--- src/rtl/asm_pkg.sv ---
// asm_pkg: shared constants, mode/state enums and character helpers for the
//    line assembler (asm_encoder, asm_lookup).
package asm_pkg;
   localparam logic [7:0] LF_CHAR    = 8'h0A;
   localparam logic [7:0] SPACE_CHAR = 8'h20;
   typedef enum logic [3:0] {
      MODE_NONE, IMM, ZP, ABS, IZX, IZY, ZPX, ABY, ABX, IZP
   } mode_e;
   localparam logic [2:0] AAA_ORA = 3'd0;
   localparam logic [2:0] AAA_AND = 3'd1;
   localparam logic [2:0] AAA_EOR = 3'd2;
   localparam logic [2:0] AAA_ADC = 3'd3;
   localparam logic [2:0] AAA_STA = 3'd4;
   localparam logic [2:0] AAA_LDA = 3'd5;
   localparam logic [2:0] AAA_CMP = 3'd6;
   localparam logic [2:0] AAA_SBC = 3'd7;
   typedef enum logic [2:0] {C1, C2, C3, MODE, LOOKUP, EMIT, SKIP} state_e;
   // Mnemonic letters: 'A'..'Z' and '_'
   function automatic logic is_letter(input logic [7:0] c);
      return (c >= 8'h41 && c <= 8'h5A) || c == 8'h5F;
   endfunction
   // MODE_NONE means "not a mode character"
   function automatic mode_e char_to_mode(input logic [7:0] c);
      return c == 8'h23 ? IMM :
             c == 8'h5A ? ZP  :
             c == 8'h41 ? ABS :
             c == 8'h49 ? IZX :
             c == 8'h59 ? IZY :
             c == 8'h78 ? ZPX :
             c == 8'h79 ? ABY :
             c == 8'h58 ? ABX :
             c == 8'h50 ? IZP : MODE_NONE;
   endfunction
endpackage

--- src/rtl/asm_lookup.sv ---
// asm_lookup: combinational {mnemonic, mode} -> {opcode, hit} table.
//    i_mnem   [23:0] three ASCII chars, first char in the top byte
//    i_mode          addressing mode (MODE_NONE = implied)
//    o_opcode [7:0]  encoded opcode (valid when o_hit)
//    o_hit           pair names a legal encoding
//    Macro ASM_THREAD_OPS_EN adds the thread-op implied mnemonics.
module asm_lookup
   import asm_pkg::*;
(
   input  logic [23:0] i_mnem,
   input  mode_e       i_mode,
   output logic [7:0]  o_opcode,
   output logic        o_hit
);
   logic       w_alu;
   logic [2:0] w_aaa;
   logic [2:0] w_bbb;
   logic       w_imp_hit;
   logic [7:0] w_imp;
   always_comb begin
      w_alu = 1'b1;
      w_aaa = AAA_ORA;
      case (i_mnem)
         "ORA":   w_aaa = AAA_ORA;
         "AND":   w_aaa = AAA_AND;
         "EOR":   w_aaa = AAA_EOR;
         "ADC":   w_aaa = AAA_ADC;
         "STA":   w_aaa = AAA_STA;
         "LDA":   w_aaa = AAA_LDA;
         "CMP":   w_aaa = AAA_CMP;
         "SBC":   w_aaa = AAA_SBC;
         default: w_alu = 1'b0;
      endcase
   end
   always_comb
      w_bbb = i_mode == IMM ? 3'b010 :
              i_mode == ZP  ? 3'b001 :
              i_mode == ABS ? 3'b011 :
              i_mode == IZX ? 3'b000 :
              i_mode == IZY ? 3'b100 :
              i_mode == ZPX ? 3'b101 :
              i_mode == ABY ? 3'b110 : 3'b111;
   always_comb begin
      w_imp_hit = 1'b1;
      w_imp     = 8'h00;
      case (i_mnem)
         "BRK": w_imp = 8'h00;
         "PHP": w_imp = 8'h08;
         "CLC": w_imp = 8'h18;
         "INA": w_imp = 8'h1A;
         "DEA": w_imp = 8'h3A;
         "PHY": w_imp = 8'h5A;
         "PLY": w_imp = 8'h7A;
         "PHX": w_imp = 8'hDA;
         "PLX": w_imp = 8'hFA;
         "TXA": w_imp = 8'h8A;
         "TYA": w_imp = 8'h98;
         "TXS": w_imp = 8'h9A;
         "TAY": w_imp = 8'hA8;
         "TAX": w_imp = 8'hAA;
         "TSX": w_imp = 8'hBA;
         "CLV": w_imp = 8'hB8;
         "DEY": w_imp = 8'h88;
         "INY": w_imp = 8'hC8;
         "DEX": w_imp = 8'hCA;
         "INX": w_imp = 8'hE8;
         "NOP": w_imp = 8'hEA;
         "SED": w_imp = 8'hF8;
         "SEI": w_imp = 8'h78;
         "CLI": w_imp = 8'h58;
         "CLD": w_imp = 8'hD8;
         "SEC": w_imp = 8'h38;
         "RTI": w_imp = 8'h40;
         "RTS": w_imp = 8'h60;
         "PHA": w_imp = 8'h48;
         "PLA": w_imp = 8'h68;
         "PLP": w_imp = 8'h28;
         "STP": w_imp = 8'hDB;
`ifdef ASM_THREAD_OPS_EN
         "CPU": w_imp = 8'h0F;
         "A24": w_imp = 8'h1F;
         "THR": w_imp = 8'h03;
         "THW": w_imp = 8'h13;
         "THY": w_imp = 8'h23;
         "THI": w_imp = 8'h33;
         "TTA": w_imp = 8'h43;
         "TAT": w_imp = 8'h53;
         "TTS": w_imp = 8'h63;
         "TST": w_imp = 8'h73;
         "_T_": w_imp = 8'hF3;
`endif
         default: w_imp_hit = 1'b0;
      endcase
   end
   // ALU group needs a mode, and there is no store-immediate
   assign o_hit    = w_alu ? (i_mode != MODE_NONE && !(w_aaa == AAA_STA && i_mode == IMM))
                           : (w_imp_hit && i_mode == MODE_NONE);
   assign o_opcode = w_alu ? (i_mode == IZP ? {w_aaa, 5'b10010} : {w_aaa, w_bbb, 2'b01})
                           : w_imp;
endmodule

--- src/rtl/asm_encoder.sv ---
// asm_encoder: ASCII line assembler, one "MNM[mode]\n" line -> one opcode byte.
//    clk, reset            clock, synchronous active-high reset
//    in_char/in_valid/in_ready     character stream (spaces ignored)
//    out_opcode/out_valid/out_ready opcode stream
//    err                   one-cycle pulse when a line is rejected
//    mnem [23:0]           mnemonic of the current/last line
//    Macro ASM_THREAD_OPS_EN (in asm_lookup) enables the thread-op mnemonics.
module asm_encoder
   import asm_pkg::*;
(
   input  logic        clk,
   input  logic        reset,
   input  logic [7:0]  in_char,
   input  logic        in_valid,
   output logic        in_ready,
   output logic [7:0]  out_opcode,
   output logic        out_valid,
   input  logic        out_ready,
   output logic        err,
   output logic [23:0] mnem
);
   state_e      r_state;
   state_e      w_next;
   logic [23:0] r_mnem;
   mode_e       r_mode;
   logic        r_bad;
   logic [7:0]  r_opcode;
   logic        r_err;
   logic        w_acc;
   logic        w_lf;
   logic        w_letter;
   mode_e       w_mode;
   logic        w_modec;
   logic [7:0]  w_opcode;
   logic        w_hit;
   logic        w_ok;
   logic        w_done;
   asm_lookup u_lookup (
      .i_mnem   (r_mnem),
      .i_mode   (r_mode),
      .o_opcode (w_opcode),
      .o_hit    (w_hit)
   );
   assign w_acc    = in_valid && in_ready && in_char != SPACE_CHAR;
   assign w_lf     = in_char == LF_CHAR;
   assign w_letter = is_letter(in_char);
   assign w_mode   = char_to_mode(in_char);
   assign w_modec  = w_mode != MODE_NONE;
   // Malformed lines are funnelled through LOOKUP with r_bad set so every
   // rejection shares the same LF-to-err latency as a table miss.
   assign w_ok     = w_hit && !r_bad;
   assign w_done   = (r_state == LOOKUP && !w_ok) || (r_state == EMIT && out_ready);
   always_ff @(posedge clk)
      if (reset) r_state <= C1;
      else       r_state <= w_next;
   always_comb begin
      w_next = r_state;
      case (r_state)
         C1:     if (w_acc) w_next = w_lf ? C1 : w_letter ? C2 : SKIP;
         C2:     if (w_acc) w_next = w_lf ? LOOKUP : w_letter ? C3 : SKIP;
         C3:     if (w_acc) w_next = w_lf ? LOOKUP : w_letter ? MODE : SKIP;
         MODE:   if (w_acc) w_next = w_lf ? LOOKUP : w_modec ? MODE : SKIP;
         SKIP:   if (w_acc) w_next = w_lf ? LOOKUP : SKIP;
         LOOKUP: w_next = w_ok ? EMIT : C1;
         EMIT:   w_next = out_ready ? C1 : EMIT;
         default: w_next = C1;
      endcase
   end
   always_comb begin
      in_ready  = !(r_state inside {LOOKUP, EMIT});
      out_valid = r_state == EMIT;
   end
   always_ff @(posedge clk) begin
      if (reset) begin
         r_mnem   <= '0;
         r_mode   <= MODE_NONE;
         r_bad    <= 1'b0;
         r_opcode <= '0;
         r_err    <= 1'b0;
      end else begin
         r_err <= r_state == LOOKUP && !w_ok;
         if (r_state == LOOKUP && w_ok) r_opcode <= w_opcode;
         if (w_done) begin
            r_mnem <= '0;
            r_mode <= MODE_NONE;
            r_bad  <= 1'b0;
         end else begin
            if (w_acc && w_letter && r_state inside {C1, C2, C3}) r_mnem <= {r_mnem[15:0], in_char};
            if (w_acc && r_state == MODE && w_modec) begin
               if (r_mode != MODE_NONE) r_bad <= 1'b1;
               else                     r_mode <= w_mode;
            end
            if (w_acc && (w_next == SKIP || (w_lf && r_state inside {C2, C3}))) r_bad <= 1'b1;
         end
      end
   end
   assign out_opcode = r_opcode;
   assign err        = r_err;
   assign mnem       = r_mnem;
endmodule

--- config.mk ---
export PLATFORM = sky130hd
export DESIGN_NAME = asm_encoder
export DESIGN_NICKNAME = d
export VERILOG_FILES = /design/src/rtl/asm_pkg.sv /design/src/rtl/asm_lookup.sv /design/src/rtl/asm_encoder.sv
export SDC_FILE = /design/constraint.sdc
export NUM_CORES = 1
export LEC_CHECK = 0
export CAP_MARGIN = 20
export CORE_MARGIN = 2
export CORE_UTILIZATION = 30
export CTS_CLUSTER_DIAMETER = 150
export DETAILED_ROUTE_END_ITERATION = 8
export SLEW_MARGIN = 10
export SYNTH_ARGS = -nofsm -noshare
export SYNTH_HDL_FRONTEND = slang
export SYNTH_HIERARCHICAL = 1
export SYNTH_SLANG_ARGS = --single-unit
--- constraint.sdc ---
create_clock -name clk -period 4.4 [get_ports clk]
set_input_delay 1.32 -clock clk [delete_from_list [all_inputs] [get_ports clk]]
set_output_delay 1.32 -clock clk [all_outputs]
set_load 0.02 [all_outputs]
==> results of run 1 <==
logic make-up (layout without fill, tap and decap cells):
kind of cell / count (synthesis) / count (layout) / synth area share (%)
AO/OA/AOI/OAI: 74 / 74 / 17.4
buffers and inverters: 33 / 73 / 5.50
multiplexers: 31 / 31 / 9.78
XOR/XNOR: 3 / 3 / 0.825
flip-flops: 41 / 41 / 25.8
AND/OR/NAND/NOR: 216 / 216 / 40.8
Yosys cell counts, types with 4 or more instances:
cell,number
sky130_fd_sc_hd__nor4b_1,10
sky130_fd_sc_hd__nand4_1,5
sky130_fd_sc_hd__nor3_1,16
sky130_fd_sc_hd__nand3_1,13
sky130_fd_sc_hd__nor2b_1,7
sky130_fd_sc_hd__dfxtp_1,41
sky130_fd_sc_hd__inv_1,10
sky130_fd_sc_hd__o2111ai_1,4
sky130_fd_sc_hd__or4bb_1,4
sky130_fd_sc_hd__buf_2,7
sky130_fd_sc_hd__nand2b_1,9
sky130_fd_sc_hd__clkbuf_1,9
sky130_fd_sc_hd__o21a_1,6
sky130_fd_sc_hd__nor2_1,35
sky130_fd_sc_hd__mux2i_1,30
sky130_fd_sc_hd__nand2_1,52
sky130_fd_sc_hd__and2_1,5
sky130_fd_sc_hd__and3_1,6
sky130_fd_sc_hd__buf_6,5
sky130_fd_sc_hd__o21ai_0,13
sky130_fd_sc_hd__or4_1,4
sky130_fd_sc_hd__a211oi_1,4
sky130_fd_sc_hd__or4b_2,6
sky130_fd_sc_hd__nand4b_1,4
sky130_fd_sc_hd__nor4_1,13
sky130_fd_sc_hd__a21oi_1,10
report_power, final:
part	internal (mW)	switching [mW]	leakage, nW
sequential	0.377	0.0131	0.331
combinational	0.0461	0.0556	0.894
clock	0.170	0.142	0.0543
total	0.593	0.211	1.28
cell type report:
class | instances | area [um2] | area share (%)
clock buffer | 5 | 68.8 | 1.78
multi-input combinational | 324 | 2190 | 56.7
clock inverter | 3 | 46.3 | 1.20
timing repair buffer | 55 | 528 | 13.7
sequential | 41 | 821 | 21.3
tap | 136 | 170 | 4.41
inverter | 10 | 37.5 | 0.972
cells in the final DEF, fill, tap and decap left out, drive strengths merged, types with 3 or more instances in the layout:
cell type	count
nor4	14
nand2	52
o21a	6
a21oi	10
or4bb	4
o22ai	3
inv	10
o2111ai	4
nand3	13
nand4	5
or4	4
or4b	11
clkdlybuf4s50	46
clkbuf	5
a211oi	6
nor4bb	3
mux2i	30
nor4b	11
nand2b	9
o21ai	13
nor2	36
nand4b	4
nor3	16
nand4bb	3
and4	4
buf	9
and3	7
nor2b	7
dfxtp	41
o211ai	3
and2	5
layer usage:
metal	track usage [%]	vias to the layer above
met2	30.2	116
met4	5.19	0
met1	23.5	1580
met5	0	-
li1	-	1592
met3	1.82	10
critical path: stages, from the launching register on:
cell and delay [ns]:
sky130_fd_sc_hd__dfxtp_1 0.36, sky130_fd_sc_hd__or4b_1 0.71, sky130_fd_sc_hd__or4b_4 0.59, sky130_fd_sc_hd__a211oi_2 0.33, sky130_fd_sc_hd__nor4b_2 0.26, sky130_fd_sc_hd__a21bo_1 0.15
sky130_fd_sc_hd__o2bb2ai_1 0.08, sky130_fd_sc_hd__nand2b_1 0.10, sky130_fd_sc_hd__mux2i_1 0.09, sky130_fd_sc_hd__o21ba_2 0.21, sky130_fd_sc_hd__buf_4 0.23, sky130_fd_sc_hd__a32o_1 0.26
sky130_fd_sc_hd__a211o_1 0.26
per-stage QoR:
stage                     cell area, um2  setup slack, ns  hold slack (ns)  utilization [%]  cells
after floorplan                     3190             1.07            0.530                -    398
after global placement              3750            0.686            0.486             36.3    566
after detailed placement            3750            0.695            0.489             36.3    566
after CTS                           3860            0.656            0.511             37.4    574
after global routing                3860            0.385            0.541             37.4    574
final                               3860            0.653            0.505             37.4    574
path summary, 6_finish.rpt:
check                                           startpoint  depth (start not counted)                         end  slack, ns
worst max-delay path                 mnem[21]$_SDFFE_PP0P_                         12          r_bad$_SDFFE_PP0P_       0.65
worst min-delay path            out_opcode[5]$_SDFFE_PP0P_                          2  out_opcode[5]$_SDFFE_PP0P_       0.51
worst max register to register       mnem[21]$_SDFFE_PP0P_                         12          r_bad$_SDFFE_PP0P_       0.65
worst min register to register  out_opcode[5]$_SDFFE_PP0P_                          2  out_opcode[5]$_SDFFE_PP0P_       0.51
state kept, by name, summed over array words and instances, names as in the netlist:
register / flops
r_bad: 1
mnem: 24
r_mode: 4
r_state: 3
err: 1
out_opcode: 8
==> impl_metrics.py, run 1 <==
metrics = {
    "global_route": {
        "global_route_wire_length_before_repair_um": 16500,
        "globalRouteOverflowTotal": 0,
        "number_of_antenna_violations_at_the_first_check_in_global_routing": 0,
        "grt_max_degree": 38,
        "track_usage_pct": 17.7,
        "vias_in_the_first_global_route": 3179,
    },
    "cts": {
        "ctsHtreeMaxLevel": 2,
        "postCtsSetupRepairBufs": 0,
        "insertion_delay_to_the_later_sink_of_the_worst_skew_pair_ns": 0.30,
        "clk_root_buffer_cell": "sky130_fd_sc_hd__clkbuf_8",
        "clock_path_buffers": 2,
        "cts_repair_resizes": 0,
        "cts_made_buffers": 5,
        "clock_sinks": 41,
        "tritoncts": "done",
        "post_cts_clock_slew_at_the_launch_and_capture_registers_of_the_worst_setup_and_hold_paths_ns": 0.09,
        "cts.hold.buffers_added": 0,
    },
    "timing": {
        "worst_pin_slew_ns": 0.655,
        "timing_hold_violations_final": 0,
        "worst_slew_margin_rel_pct": 55.8,
        "timing.final.setup_violations": 0,
        "fmax_mhz": 267,
        "finalWorstPathRequiredPeriod_ns": 3.75,
        "total_negative_slack_ns": 0,
        "rsz0062_at_grt": "false",
        "final_min_period_over_clock_period_pct": 85.2,
        "drv_slew": 0,
        "finClkSkew_ns": 0.00757,
    },
    "floorplan": {
        "core-area_um2": 10300,
        "die_x_um": 107,
        "initial_core_util_pct": 30.9,
        "placementRows": 37,
        "io-pin-count": 47,
        "die_area_um2": 11500,
        "dieHeight_um": 107,
    },
    "synthesis": {
        "seq_total_area_yosys_pct": 25.8,
        "mappedNetlistArea_um2": 3190,
        "largest_area_contributor_in_the_netlist": "sky130_fd_sc_hd__dfxtp_1",
        "yosysWarningCount": 6,
        "synth.area.top_cells": "sky130_fd_sc_hd__dfxtp_1 26%, sky130_fd_sc_hd__mux2i_1 9.4%, sky130_fd_sc_hd__nand2_1 6.1%",
        "synth_nets": 410,
        "synthesis.area_per_instance_um2": 8.01,
        "synth_seq_cells": 41,
        "yosysTopAreaCellShare_pct": 25.8,
        "synth.lib_cells_used.distinct": 74,
        "synthFlopType": "sky130_fd_sc_hd__dfxtp_1",
        "asyncSetResetFlopFracSynth_pct": 0,
        "synthCells": 398,
        "synth-edff-count": 0,
    },
    "detailed_routing": {
        "drtPass1Iterations": 4,
        "drtAntennaViolNets": 0,
        "maxUsedRoutingLayer": "met4",
        "dr.first_iter.drc_count": 238,
        "drc_violations_left": 0,
        "routed-via-count": 3298,
        "m1WireLength_um": 4530,
        "viasPerCell": 5.75,
        "met3RoutedLength_um": 480,
        "wl_met2_um": 4820,
        "finalWirelength_um": 9960,
        "routed_wire_length_per_instance_um": 17.4,
    },
    "cells_and_area": {
        "area_delta_synth_final_pct": 21.2,
        "n_antenna_cell": 0,
        "design.final.nets": 449,
        "drive_gt1_share_pct": 9.59,
        "nFillCells": 1076,
    },
    "pwr": {
        "power.leakage_nw": 1.28,
        "total_power_divided_by_cell_area_nw_per_um2": 208,
        "peakVddDrop_mv": 0.163,
        "finalPower_mw": 0.805,
    },
    "critical_path": {
        "endpoint_kind": "register",
        "start_kind": "register",
        "path_class": "reg2reg",
        "critical_path_data_required_time_ns": 4.59,
        "worstPathMaxFanout": 37,
        "arrival_ns": 3.93,
    },
    "run_status": {
        "outcome": "complete, no violations",
    },
    "job": {
        "max_cap_violations": 0,
    },
    "min_path": {
        "min_path_type": "reg2reg",
    },
    "placement": {
        "gp_congestion": 0.951,
        "portBuffers": 46,
        "detailed_place_hpwl_um": 7510,
    },
}
No activity file was read; power rests on OpenSTA's default activity.
==> run 2, diff against run 1 <==
==> constraint.sdc (replaced) <==
create_clock -name clk -period 3.4 [get_ports clk]
set_input_delay 1.02 -clock clk [delete_from_list [all_inputs] [get_ports clk]]
set_output_delay 1.02 -clock clk [all_outputs]
set_load 0.02 [all_outputs]
==> run 2 against run 1 <==
Against the previous run:
- non-clock buffer count up 49
- count of clock-buffer cells in the layout unchanged
- utilization up 4.7 points
- sequential power up 28%
- critical path type unchanged
- critical endpoint unchanged
- largest cell class unchanged
- largest power group unchanged
==> impl_metrics.py, run 2 (synthesized netlist as in run 1, its figures left out) <==
metrics = {
    "floorplan": {
        "placementRows": 37,
        "initial_core_util_pct": 30.9,
        "dieHeight_um": 107,
        "core-area_um2": 10300,
        "die_area_um2": 11500,
        "io-pin-count": 47,
        "die_x_um": 107,
    },
    "cells_and_area": {
        "area_delta_synth_final_pct": 36.3,
        "final_common_cell": "sky130_fd_sc_hd__buf_4",
        "largest_reg_flops": 24,
        "n_antenna_cell": 0,
        "layout_common_cells": "56 x sky130_fd_sc_hd__buf_4, 52 x sky130_fd_sc_hd__nand2_1, 46 x sky130_fd_sc_hd__clkdlybuf4s50_1",
        "drive_gt1_share_pct": 21.4,
        "design.final.nets": 498,
        "fin_area_um2": 4340,
        "post_layout_utilization_of_the_core_pct": 42.1,
    },
    "detailed_routing": {
        "dr.first_iter.drc_count": 179,
        "finalWirelength_um": 10400,
        "viasPerCell": 5.55,
        "drc_violations_left": 0,
        "drtPass1Iterations": 5,
        "routed_wire_length_per_instance_um": 16.7,
        "drtAntennaViolNets": 0,
        "routed-via-count": 3455,
    },
    "cts": {
        "clk_root_buffer_cell": "sky130_fd_sc_hd__clkbuf_8",
        "tritoncts": "done",
        "insertion_delay_to_the_later_sink_of_the_worst_skew_pair_ns": 0.30,
        "clock_sinks": 41,
        "cts_made_buffers": 5,
        "clock_path_buffers": 2,
        "post_cts_clock_slew_at_the_launch_and_capture_registers_of_the_worst_setup_and_hold_paths_ns": 0.08,
        "ctsHtreeMaxLevel": 2,
    },
    "critical_path": {
        "endpoint_kind": "register",
        "start_kind": "register",
        "path_class": "reg2reg",
        "critical_path_data_required_time_ns": 3.59,
        "worstPathMaxFanout": 6,
        "arrival_ns": 3.51,
    },
    "global_route": {
        "grt_max_degree": 25,
        "globalRouteOverflowTotal": 0,
        "vias_in_the_first_global_route": 3271,
        "track_usage_pct": 18.1,
        "number_of_antenna_violations_at_the_first_check_in_global_routing": 0,
        "global_route_wire_length_before_repair_um": 16500,
    },
    "placement": {
        "portBuffers": 46,
        "detailed_place_hpwl_um": 8070,
        "gp_congestion": 0.924,
        "placed_area_um2": 4100,
    },
    "timing": {
        "final.hold.worst_slack_ns": 0.499,
        "finalWorstPathRequiredPeriod_ns": 3.31,
        "fmax_mhz": 302,
        "final_min_period_over_clock_period_pct": 97.5,
        "worst_slew_margin_rel_pct": 55.8,
        "timing_hold_violations_final": 0,
        "finClkSkew_ns": 0.0103,
        "worst_pin_slew_ns": 0.655,
        "drv_slew": 0,
        "timing.final.setup_violations": 0,
    },
    "run_status": {
        "outcome": "complete, no violations",
    },
    "pwr": {
        "peakVddDrop_mv": 0.160,
        "cell_internal_pwr_mw": 0.858,
        "power.leakage_nw": 1.56,
        "clockPowerShare_pct": 41.7,
        "total_switching_power_mw": 0.275,
        "power.combinational.fraction_pct": 14.0,
        "share_seq_of_total_power_pct": 44.3,
        "total_power_divided_by_cell_area_nw_per_um2": 261,
        "switching_power_share_of_the_total_pct": 24.3,
    },
    "job": {
        "max_cap_violations": 0,
    },
    "min_path": {
        "min_path_type": "reg2reg",
    },
}
## run 2: area by class of cell
cell class              instances  area (um2)
flip-flops and latches         41         828
inverters                      10        37.5
fillers                      1047        5980
well taps                     136         170
multi-input cells             324        2250
clock buffers                   5        68.8
clock inverters                 3        65.1
repair buffers                104         921
## run 2: timing repair
item | in CTS | in global routing
hold buffers | 0 | 0
endpoints found under the setup margin | 0 | 23
gates resized for setup | 0 | 18
setup buffers | 0 | 6
## run 2: critical path, cell delays in order (launching register included)
cell	delay (ns)
sky130_fd_sc_hd__dfxtp_2	0.35
sky130_fd_sc_hd__or4b_4	0.59
sky130_fd_sc_hd__or4b_4	0.57
sky130_fd_sc_hd__a211oi_4	0.32
sky130_fd_sc_hd__nor4b_4	0.24
sky130_fd_sc_hd__a21bo_1	0.15
sky130_fd_sc_hd__o2bb2ai_2	0.06
sky130_fd_sc_hd__nand2b_1	0.10
sky130_fd_sc_hd__mux2i_2	0.09
sky130_fd_sc_hd__o21ba_4	0.26
sky130_fd_sc_hd__a32o_1	0.21
sky130_fd_sc_hd__a211o_1	0.27
## run 2: power groups by stage
stage | Clock [mW] | Combinational (mW) | Sequential [mW]
finish | 0.472 | 0.158 | 0.502
global route | 0.506 | 0.170 | 0.504
CTS | 0.485 | 0.155 | 0.502
detailed placement | 0 | 0.154 | 0.513
global placement | 0 | 0.153 | 0.512
floorplan | 0 | 0.0968 | 0.511
## run 2: through the flow
step / setup slack, ns / instances / setup TNS, ns / total power, mW
after floorplan: 0.0674 / 398 / 0 / 0.608
after global placement: 0.136 / 609 / 0 / 0.666
after detailed placement: 0.0417 / 609 / 0 / 0.667
after CTS: 0.0184 / 617 / 0 / 1.14
after global routing: -0.00701 / 623 / -0.00701 / 1.18
final: 0.0850 / 623 / 0 / 1.13
## run 2: routing by layer
metal  vias up  global-route usage (%)  share of wire, %
met5         -                       0                 0
met4         0                    5.57               1.9
met3        17                    1.76               4.1
met2       101                    30.6                48
met1      1643                    24.2                46
li1       1694                       -                 -
## run 2: final timing paths
path,startpoint,endpoint,cells past startpoint,slack [ns]
max,mnem[12]$_SDFFE_PP0P_,r_bad$_SDFFE_PP0P_,11,0.09
min,mnem[21]$_SDFFE_PP0P_,mnem[21]$_SDFFE_PP0P_,2,0.50
max reg2reg,mnem[12]$_SDFFE_PP0P_,r_bad$_SDFFE_PP0P_,11,0.09
min reg2reg,mnem[21]$_SDFFE_PP0P_,mnem[21]$_SDFFE_PP0P_,2,0.50
